[src/rtl/hdmi_pkg.sv]
// Shared types and helpers for the HDMI pixel-stream stages: RGB pixel,
// sync bundle, bounding-box FSM states and the integer luma approximation.
package hdmi_pkg;

   typedef struct packed {
      logic [7:0] r;
      logic [7:0] g;
      logic [7:0] b;
   } rgb24_t;

   typedef struct packed {
      logic de;
      logic hs;
      logic vs;
   } sync_t;

   typedef enum logic {
      WAIT_VS = 1'b0,
      ACCUM   = 1'b1
   } bbox_state_t;

   // Y = (R + 2G + B) / 4; the 10-bit sum cannot overflow (max 1020).
   function automatic logic [7:0] luma(input rgb24_t p);
      logic [9:0] sum;
      sum = {2'b00, p.r} + {1'b0, p.g, 1'b0} + {2'b00, p.b};
      return sum[9:2];
   endfunction

endpackage

[src/rtl/hdmi_xy_counter.sv]
// Position of the pixel currently on the input bus (x = column, y = row),
// plus the de-fall and vs-rise strobes; reusable by any stream stage.
module hdmi_xy_counter #(
   parameter int IMG_W = 64,
   parameter int IMG_H = 64
) (
   input  logic                     hdmi_clk,
   input  logic                     rst,
   input  logic                     i_de,
   input  logic                     i_vs,
   output logic [$clog2(IMG_W)-1:0] o_x,
   output logic [$clog2(IMG_H)-1:0] o_y,
   output logic                     o_de_fall,
   output logic                     o_vs_rise
);

   localparam int XW = $clog2(IMG_W);
   localparam int YW = $clog2(IMG_H);
   localparam logic [XW-1:0] X_LAST = XW'(IMG_W - 1);
   localparam logic [YW-1:0] Y_LAST = YW'(IMG_H - 1);

   logic          r_de_d;
   logic          r_vs_d;
   logic [XW-1:0] r_x;
   logic [YW-1:0] r_y;
   logic          w_de_fall;
   logic          w_vs_rise;

   assign w_de_fall = r_de_d & ~i_de;
   assign w_vs_rise = i_vs & ~r_vs_d;

   // NOTE: non-blocking (<=) in clocked blocks so every register sees pre-edge values.
   always_ff @(posedge hdmi_clk) begin
      if (rst) begin
         r_de_d <= 1'b0;
         r_vs_d <= 1'b0;
         r_x    <= '0;
         r_y    <= '0;
      end else begin
         r_de_d <= i_de;
         r_vs_d <= i_vs;

         if (i_de) begin
            if (r_x != X_LAST)
               r_x <= r_x + 1'b1;
         end else if (w_de_fall) begin
            r_x <= '0;
         end

         // Frame start wins over a line end landing on the same cycle.
         if (w_vs_rise)
            r_y <= '0;
         else if (w_de_fall && (r_y != Y_LAST))
            r_y <= r_y + 1'b1;
      end
   end

   assign o_x       = r_x;
   assign o_y       = r_y;
   assign o_de_fall = w_de_fall;
   assign o_vs_rise = w_vs_rise;

endmodule

[src/rtl/hdmi_bbox_overlay.sv]
// Finds the bounding box of above-threshold luma pixels in each frame and
// draws the previous frame's box onto the 2-clock delayed pixel stream.
module hdmi_bbox_overlay
   import hdmi_pkg::*;
#(
   parameter int          IMG_W   = 64,
   parameter int          IMG_H   = 64,
   parameter logic [7:0]  THRESH  = 8'd128,
   parameter logic [23:0] BOX_RGB = 24'hFF0000
) (
   input  logic                     hdmi_clk,
   input  logic                     rst,
   input  logic                     overlay_en,
   input  logic                     in_de,
   input  logic                     in_hs,
   input  logic                     in_vs,
   input  logic [7:0]               in_r,
   input  logic [7:0]               in_g,
   input  logic [7:0]               in_b,
   output logic                     out_de,
   output logic                     out_hs,
   output logic                     out_vs,
   output logic [7:0]               out_r,
   output logic [7:0]               out_g,
   output logic [7:0]               out_b,
   output logic                     bbox_valid,
   output logic [$clog2(IMG_W)-1:0] bbox_xmin,
   output logic [$clog2(IMG_W)-1:0] bbox_xmax,
   output logic [$clog2(IMG_H)-1:0] bbox_ymin,
   output logic [$clog2(IMG_H)-1:0] bbox_ymax,
   output logic                     frame_done
);

   localparam int XW = $clog2(IMG_W);
   localparam int YW = $clog2(IMG_H);
   localparam logic [XW-1:0] X_LAST  = XW'(IMG_W - 1);
   localparam logic [YW-1:0] Y_LAST  = YW'(IMG_H - 1);
   localparam rgb24_t        BOX_PIX = rgb24_t'(BOX_RGB);

   logic [XW-1:0] w_x;
   logic [YW-1:0] w_y;
   logic          w_vs_rise;
   logic          w_unused_de_fall;
   rgb24_t        w_in_pix;
   sync_t         w_in_sync;
   logic          w_fg;
   logic          w_hit;

   bbox_state_t   r_state;
   logic [XW-1:0] r_acc_xmin;
   logic [XW-1:0] r_acc_xmax;
   logic [YW-1:0] r_acc_ymin;
   logic [YW-1:0] r_acc_ymax;
   logic          r_acc_found;
   logic          r_bbox_valid;
   logic [XW-1:0] r_bbox_xmin;
   logic [XW-1:0] r_bbox_xmax;
   logic [YW-1:0] r_bbox_ymin;
   logic [YW-1:0] r_bbox_ymax;
   logic          r_frame_done;

   sync_t         r_s1_sync;
   rgb24_t        r_s1_pix;
   logic [XW-1:0] r_s1_x;
   logic [YW-1:0] r_s1_y;
   sync_t         r_out_sync;
   rgb24_t        r_out_pix;

   // Line-end strobe is not needed here; other stages consume it.
   hdmi_xy_counter #(
      .IMG_W (IMG_W),
      .IMG_H (IMG_H)
   ) u_xy (
      .hdmi_clk  (hdmi_clk),
      .rst       (rst),
      .i_de      (in_de),
      .i_vs      (in_vs),
      .o_x       (w_x),
      .o_y       (w_y),
      .o_de_fall (w_unused_de_fall),
      .o_vs_rise (w_vs_rise)
   );

   assign w_in_pix  = {in_r, in_g, in_b};
   assign w_in_sync = {in_de, in_hs, in_vs};
   assign w_fg      = in_de & (luma(w_in_pix) > THRESH);

   always_ff @(posedge hdmi_clk) begin
      if (rst) begin
         r_state      <= WAIT_VS;
         r_acc_xmin   <= X_LAST;
         r_acc_xmax   <= '0;
         r_acc_ymin   <= Y_LAST;
         r_acc_ymax   <= '0;
         r_acc_found  <= 1'b0;
         r_bbox_valid <= 1'b0;
         r_bbox_xmin  <= '0;
         r_bbox_xmax  <= '0;
         r_bbox_ymin  <= '0;
         r_bbox_ymax  <= '0;
         r_frame_done <= 1'b0;
      end else begin
         r_frame_done <= 1'b0;
         case (r_state)
            WAIT_VS: begin
               // A frame already in flight is incomplete; start clean at the next vsync.
               if (w_vs_rise)
                  r_state <= ACCUM;
            end
            ACCUM: begin
               if (w_vs_rise) begin
                  r_bbox_valid <= r_acc_found;
                  r_bbox_xmin  <= r_acc_xmin;
                  r_bbox_xmax  <= r_acc_xmax;
                  r_bbox_ymin  <= r_acc_ymin;
                  r_bbox_ymax  <= r_acc_ymax;
                  r_frame_done <= 1'b1;
                  r_acc_xmin   <= X_LAST;
                  r_acc_xmax   <= '0;
                  r_acc_ymin   <= Y_LAST;
                  r_acc_ymax   <= '0;
                  r_acc_found  <= 1'b0;
               end else if (w_fg) begin
                  if (w_x < r_acc_xmin) r_acc_xmin <= w_x;
                  if (w_x > r_acc_xmax) r_acc_xmax <= w_x;
                  if (w_y < r_acc_ymin) r_acc_ymin <= w_y;
                  if (w_y > r_acc_ymax) r_acc_ymax <= w_y;
                  r_acc_found <= 1'b1;
               end
            end
            default: r_state <= WAIT_VS;
         endcase
      end
   end

   always_ff @(posedge hdmi_clk) begin
      if (rst) begin
         r_s1_sync <= '0;
         r_s1_pix  <= '0;
         r_s1_x    <= '0;
         r_s1_y    <= '0;
      end else begin
         r_s1_sync <= w_in_sync;
         r_s1_pix  <= w_in_pix;
         r_s1_x    <= w_x;
         r_s1_y    <= w_y;
      end
   end

   // r_s1_sync.de becomes out_de on the same edge that registers the drawn pixel.
   always_comb begin
      // NOTE: default assigned first so the combinational hit flag cannot infer a latch.
      w_hit = 1'b0;
      if (overlay_en && r_bbox_valid && r_s1_sync.de) begin
         if (((r_s1_x == r_bbox_xmin) || (r_s1_x == r_bbox_xmax)) &&
             (r_s1_y >= r_bbox_ymin) && (r_s1_y <= r_bbox_ymax))
            w_hit = 1'b1;
         if (((r_s1_y == r_bbox_ymin) || (r_s1_y == r_bbox_ymax)) &&
             (r_s1_x >= r_bbox_xmin) && (r_s1_x <= r_bbox_xmax))
            w_hit = 1'b1;
      end
   end

   always_ff @(posedge hdmi_clk) begin
      if (rst) begin
         r_out_sync <= '0;
         r_out_pix  <= '0;
      end else begin
         r_out_sync <= r_s1_sync;
         r_out_pix  <= w_hit ? BOX_PIX : r_s1_pix;
      end
   end

   assign out_de     = r_out_sync.de;
   assign out_hs     = r_out_sync.hs;
   assign out_vs     = r_out_sync.vs;
   assign out_r      = r_out_pix.r;
   assign out_g      = r_out_pix.g;
   assign out_b      = r_out_pix.b;
   assign bbox_valid = r_bbox_valid;
   assign bbox_xmin  = r_bbox_xmin;
   assign bbox_xmax  = r_bbox_xmax;
   assign bbox_ymin  = r_bbox_ymin;
   assign bbox_ymax  = r_bbox_ymax;
   assign frame_done = r_frame_done;

endmodule

[config.mk]
export PLATFORM = sky130hd
export DESIGN_NAME = hdmi_bbox_overlay
export DESIGN_NICKNAME = d
export VERILOG_FILES = /design/src/rtl/hdmi_pkg.sv /design/src/rtl/hdmi_xy_counter.sv /design/src/rtl/hdmi_bbox_overlay.sv
export SDC_FILE = /design/constraint.sdc
export NUM_CORES = 1
export LEC_CHECK = 0
export ABC_AREA = 0
export ABC_CLOCK_PERIOD_IN_PS = 4000
export CORE_ASPECT_RATIO = 0.75
export CORE_MARGIN = 3
export CORE_UTILIZATION = 50
export CTS_CLUSTER_SIZE = 24
export DETAILED_ROUTE_END_ITERATION = 10
export MAX_ROUTING_LAYER = met4
export PLACE_DENSITY = 0.81
export SLEW_MARGIN = 15
export SYNTH_ARGS = -nofsm -noshare
export SYNTH_HDL_FRONTEND = slang
export SYNTH_HIERARCHICAL = 1
export SYNTH_SLANG_ARGS = --single-unit
[constraint.sdc]
create_clock -name hdmi_clk -period 4 [get_ports hdmi_clk]
set_input_delay 1.2 -clock hdmi_clk [delete_from_list [all_inputs] [get_ports hdmi_clk]]
set_output_delay 1.2 -clock hdmi_clk [all_outputs]
set_load 0.05 [all_outputs]
==> impl_metrics.env <==
export IMPL_postSynthCellCount=673
export IMPL_initial_core_util_pct=52.56
export IMPL_powerDensity_nw_per_um2=414.3
export IMPL_worstPathCellList="clkdlybuf4s50_1 -> fa_1 -> inv_1 -> fa_2 -> nor2b_4 -> o22ai_2 -> o21a_1 -> xnor2_1 -> nand4b_1 -> buf_6 -> buf_12 -> and4_1 -> a22o_1"
export IMPL_tightestPinTransition_ns=0.6552
export IMPL_setup_viol=0
export IMPL_rows=34
export IMPL_final_nets=861
export IMPL_dieArea_um2=13870
export IMPL_cts_buffers=17
export IMPL_multiInputGateArea_um2=3266
export IMPL_timing_final_crit_period_ns=3.887
export IMPL_r2r_slack_ns=1.20
export IMPL_slowest_stage="fa_1"
export IMPL_ys_types=59
export IMPL_netlist_area_um2=6238
export IMPL_synthTopCellsByArea="dfxtp_1 (42%), ha_1 (11%), nor2b_1 (4.5%), inv_1 (4.3%), nand2_1 (3.8%)"
export IMPL_drc=0
export IMPL_crit_start="in_r[2]"
export IMPL_cts_sinks=132
export IMPL_cp_slowest_stage_delay_ns=0.58
export IMPL_hpwl_um=11340
export IMPL_n_antenna_cell=0
export IMPL_vias=5154
export IMPL_synth_compound_area_share_pct=13.82
export IMPL_synth_top_family_by_area="simple AND/OR/NAND/NOR gates"
export IMPL_hold_slack_ns=0.4474
export IMPL_ir_drop_v=0.0003375
export IMPL_core_um2=11870
export IMPL_synthSimpleGateAreaFrac_pct=20.60
export IMPL_synthMuxAreaShare_pct=2.567
export IMPL_die_h_um=102.7
export IMPL_p_leak_nw=3.395
export IMPL_synth_seq_cells=132
export IMPL_wl_per_cell_um=16.60
export IMPL_clock_path_buffers=2
export IMPL_first_pass_iters=5
export IMPL_hold_violations=0
export IMPL_syn_nets=766
export IMPL_synth_top_area_share_pct=42.36
export IMPL_fin_crit_sh_pct=97.18
export IMPL_viasPerCell=5.466
export IMPL_slew_violations=0
export IMPL_clkTransAtPathRegs_ns=0.07
export IMPL_path_delay_family="adder cells"
export IMPL_die_w_um=135.0
export IMPL_htreeDepth=4
export IMPL_cts_tree="yes"
export IMPL_area_growth_pct=28.36
export IMPL_syn_area_per_cell_um2=9.270
export IMPL_status="complete, no violations"
export IMPL_yosys_area_share_adder_pct=13.60
export IMPL_fin_setup_tns_ns=0
export IMPL_fmax_mhz=257.3
export IMPL_grt_pass1_wl_um=25630
export IMPL_crit_required_ns=4.31
export IMPL_fill_cells=891
export IMPL_synth_xor_area_share_pct=0.4212
export IMPL_placed_area_um2=7306
export IMPL_cp_arrival_ns=4.19
export IMPL_synth_top_area_cell="dfxtp_1"
export IMPL_seq_area_um2=2643
export IMPL_io_pins=83
export IMPL_synthArstFlopShare_pct=0
export IMPL_endpoint_kind="flop"
export IMPL_routabilityCongestion=0.8765
export IMPL_min_delay_start="r_s1_pix[20]$_SDFF_PP0_"
export IMPL_holdCritPathClass="flop to flop"
export IMPL_synth_edff_count=0
export IMPL_layout_drive_gt1_share_pct=11.14
export IMPL_drv_cap=0
export IMPL_synth_ff_type="dfxtp_1"
export IMPL_ys_seq_area_share_pct=42.36
export IMPL_clock_skew_ns=0.008942
export IMPL_worst_path_buf_inv=4
export IMPL_portBuffers=82
export IMPL_dr_first_iter_drc_count=327
export IMPL_antenna_found_initial=0
export IMPL_grt_overflow=0
export IMPL_grt_pass1_vias=5090
export IMPL_grt_max_degree=54
export IMPL_r2r_start="bbox_ymax[1]$_SDFFE_PP0P_"
export IMPL_postRouteWirelength_um=15650
export IMPL_ctsRootBufferMaster="clkbuf_16"
export IMPL_final_area_um2=8008
export IMPL_path_max_fanout=6
export IMPL_startpoint_type="input pin"
export IMPL_crit_type="input pin to flop"
export IMPL_yosysWarnings=6
export IMPL_slew_headroom_pct=56.32
export IMPL_clkLatencyLatePin_ns=0.42
export IMPL_grt_use_total_pct=24.00
export IMPL_ant_nets=0
-- report_power, final --
group / switching (mW) / total, mW / leakage [nW] / internal [mW]
logic: 0.259 / 0.455 / 2.05 / 0.196
clock network: 0.653 / 1.47 / 0.270 / 0.820
registers: 0.0303 / 1.39 / 1.08 / 1.36
-- routing by layer --
layer	vias up	global-route usage, %	share of wire [%]
met5	-	-	0
met4	0	7.514	1.4
met3	22	4.780	4.9
met2	148	36.07	45
met1	2463	32.93	49
li1	2521	-	-
-- cells in the mapped netlist, drive strengths merged (2+ instances only) --
master     n
and3       4
clkbuf    21
a311oi     4
o21ai     21
nand3      8
and4       5
nor2b     46
nand2     63
fa         8
a21oi     41
a211oi     4
a41oi      3
nor2      19
mux2i     16
nand4      9
buf       11
a2111oi    2
a31oi      7
a21o       8
nor3      40
o211ai     3
o41ai      6
inv       72
o21a       5
ha        55
and2       3
nand3b     2
a22o       6
nand4b     4
xnor2      2
nor3b     20
o221ai     2
nand2b     6
o22ai      3
dfxtp    132
-- per-stage QoR --
stage | power, mW | cells | setup slack [ns] | util, %
finish | 3.317 | 943 | 0.1129 | 67.47
global route | 3.447 | 943 | -0.002610 | 67.47
detailed placement | 1.847 | 907 | -0.4967 | 61.55
global placement | 1.833 | 907 | -0.3588 | 61.55
floorplan | 1.693 | 673 | 0.1815 | -
CTS | 3.320 | 940 | 0.04453 | 66.56
-- sequential cells by signal, indices dropped and copies added, names as in the netlist, 8 cells and up --
name      flops
out_r         8
out_b         8
r_s1_pix     24
out_g         8
-- kinds of logic (layout without fill, tap and decap cells) --
group	after synthesis	after routing
AOI/OAI and AO/OA	121	121
and+or+nand+nor	234	234
buffers and inverters	104	212
xor gates and xnor gates	3	3
adders and majority gates	63	63
muxes	16	16
DFF	132	132
-- placed cells by master (no fill, tap or decap), types with 8 or more instances in the layout --
cell             count
dfxtp_1            132
clkdlybuf4s50_1     78
inv_1               69
nand2_1             63
ha_1                55
nor2b_1             44
a21oi_1             41
nor3_1              40
buf_4               23
o21ai_0             21
nor3b_1             20
nor2_1              19
clkbuf_16           17
mux2i_1             16
nand4_1              9
a21o_1               8
nand3_1              8
-- cell type report --
| class | instances | share of cell area (%) |
|---|---|---|
| inverter | 72 | 3.375 |
| tap | 162 | 2.531 |
| clock buffer | 17 | 5.313 |
| sequential | 132 | 33.00 |
| clock inverter | 15 | 1.734 |
| timing repair buffer | 108 | 13.27 |
| multi-input combinational | 437 | 40.78 |
-- worst reg2reg max path: stages (launching register included) --
cell	delay [ns]
dfxtp_1	0.39
inv_1	0.07
ha_1	0.30
nor2b_1	0.14
o21ai_0	0.16
a21oi_1	0.10
o31a_1	0.25
o31ai_1	0.44
and4_1	0.69
nor3b_1	0.13
-- repair_timing --
item | 4_1_cts | 5_1_grt
buffers inserted | 1 | 3
gates resized for setup | 4 | 15
setup endpoints to repair | 24 | 24
endpoints found under the hold margin | 0 | 0
hold buffers | 0 | 0
pin swaps | 0 | 6
-- path summary, 6_finish.rpt --
check                                    end  cells after the start
setup / recovery  r_acc_ymax[2]$_SDFFE_PP0P_                     13
hold / removal           out_r[4]$_SDFF_PP0_                      2
setup reg to reg         out_g[0]$_SDFF_PP0_                      9
hold reg to reg          out_r[4]$_SDFF_PP0_                      2
Power figures use the tool's default switching activity.
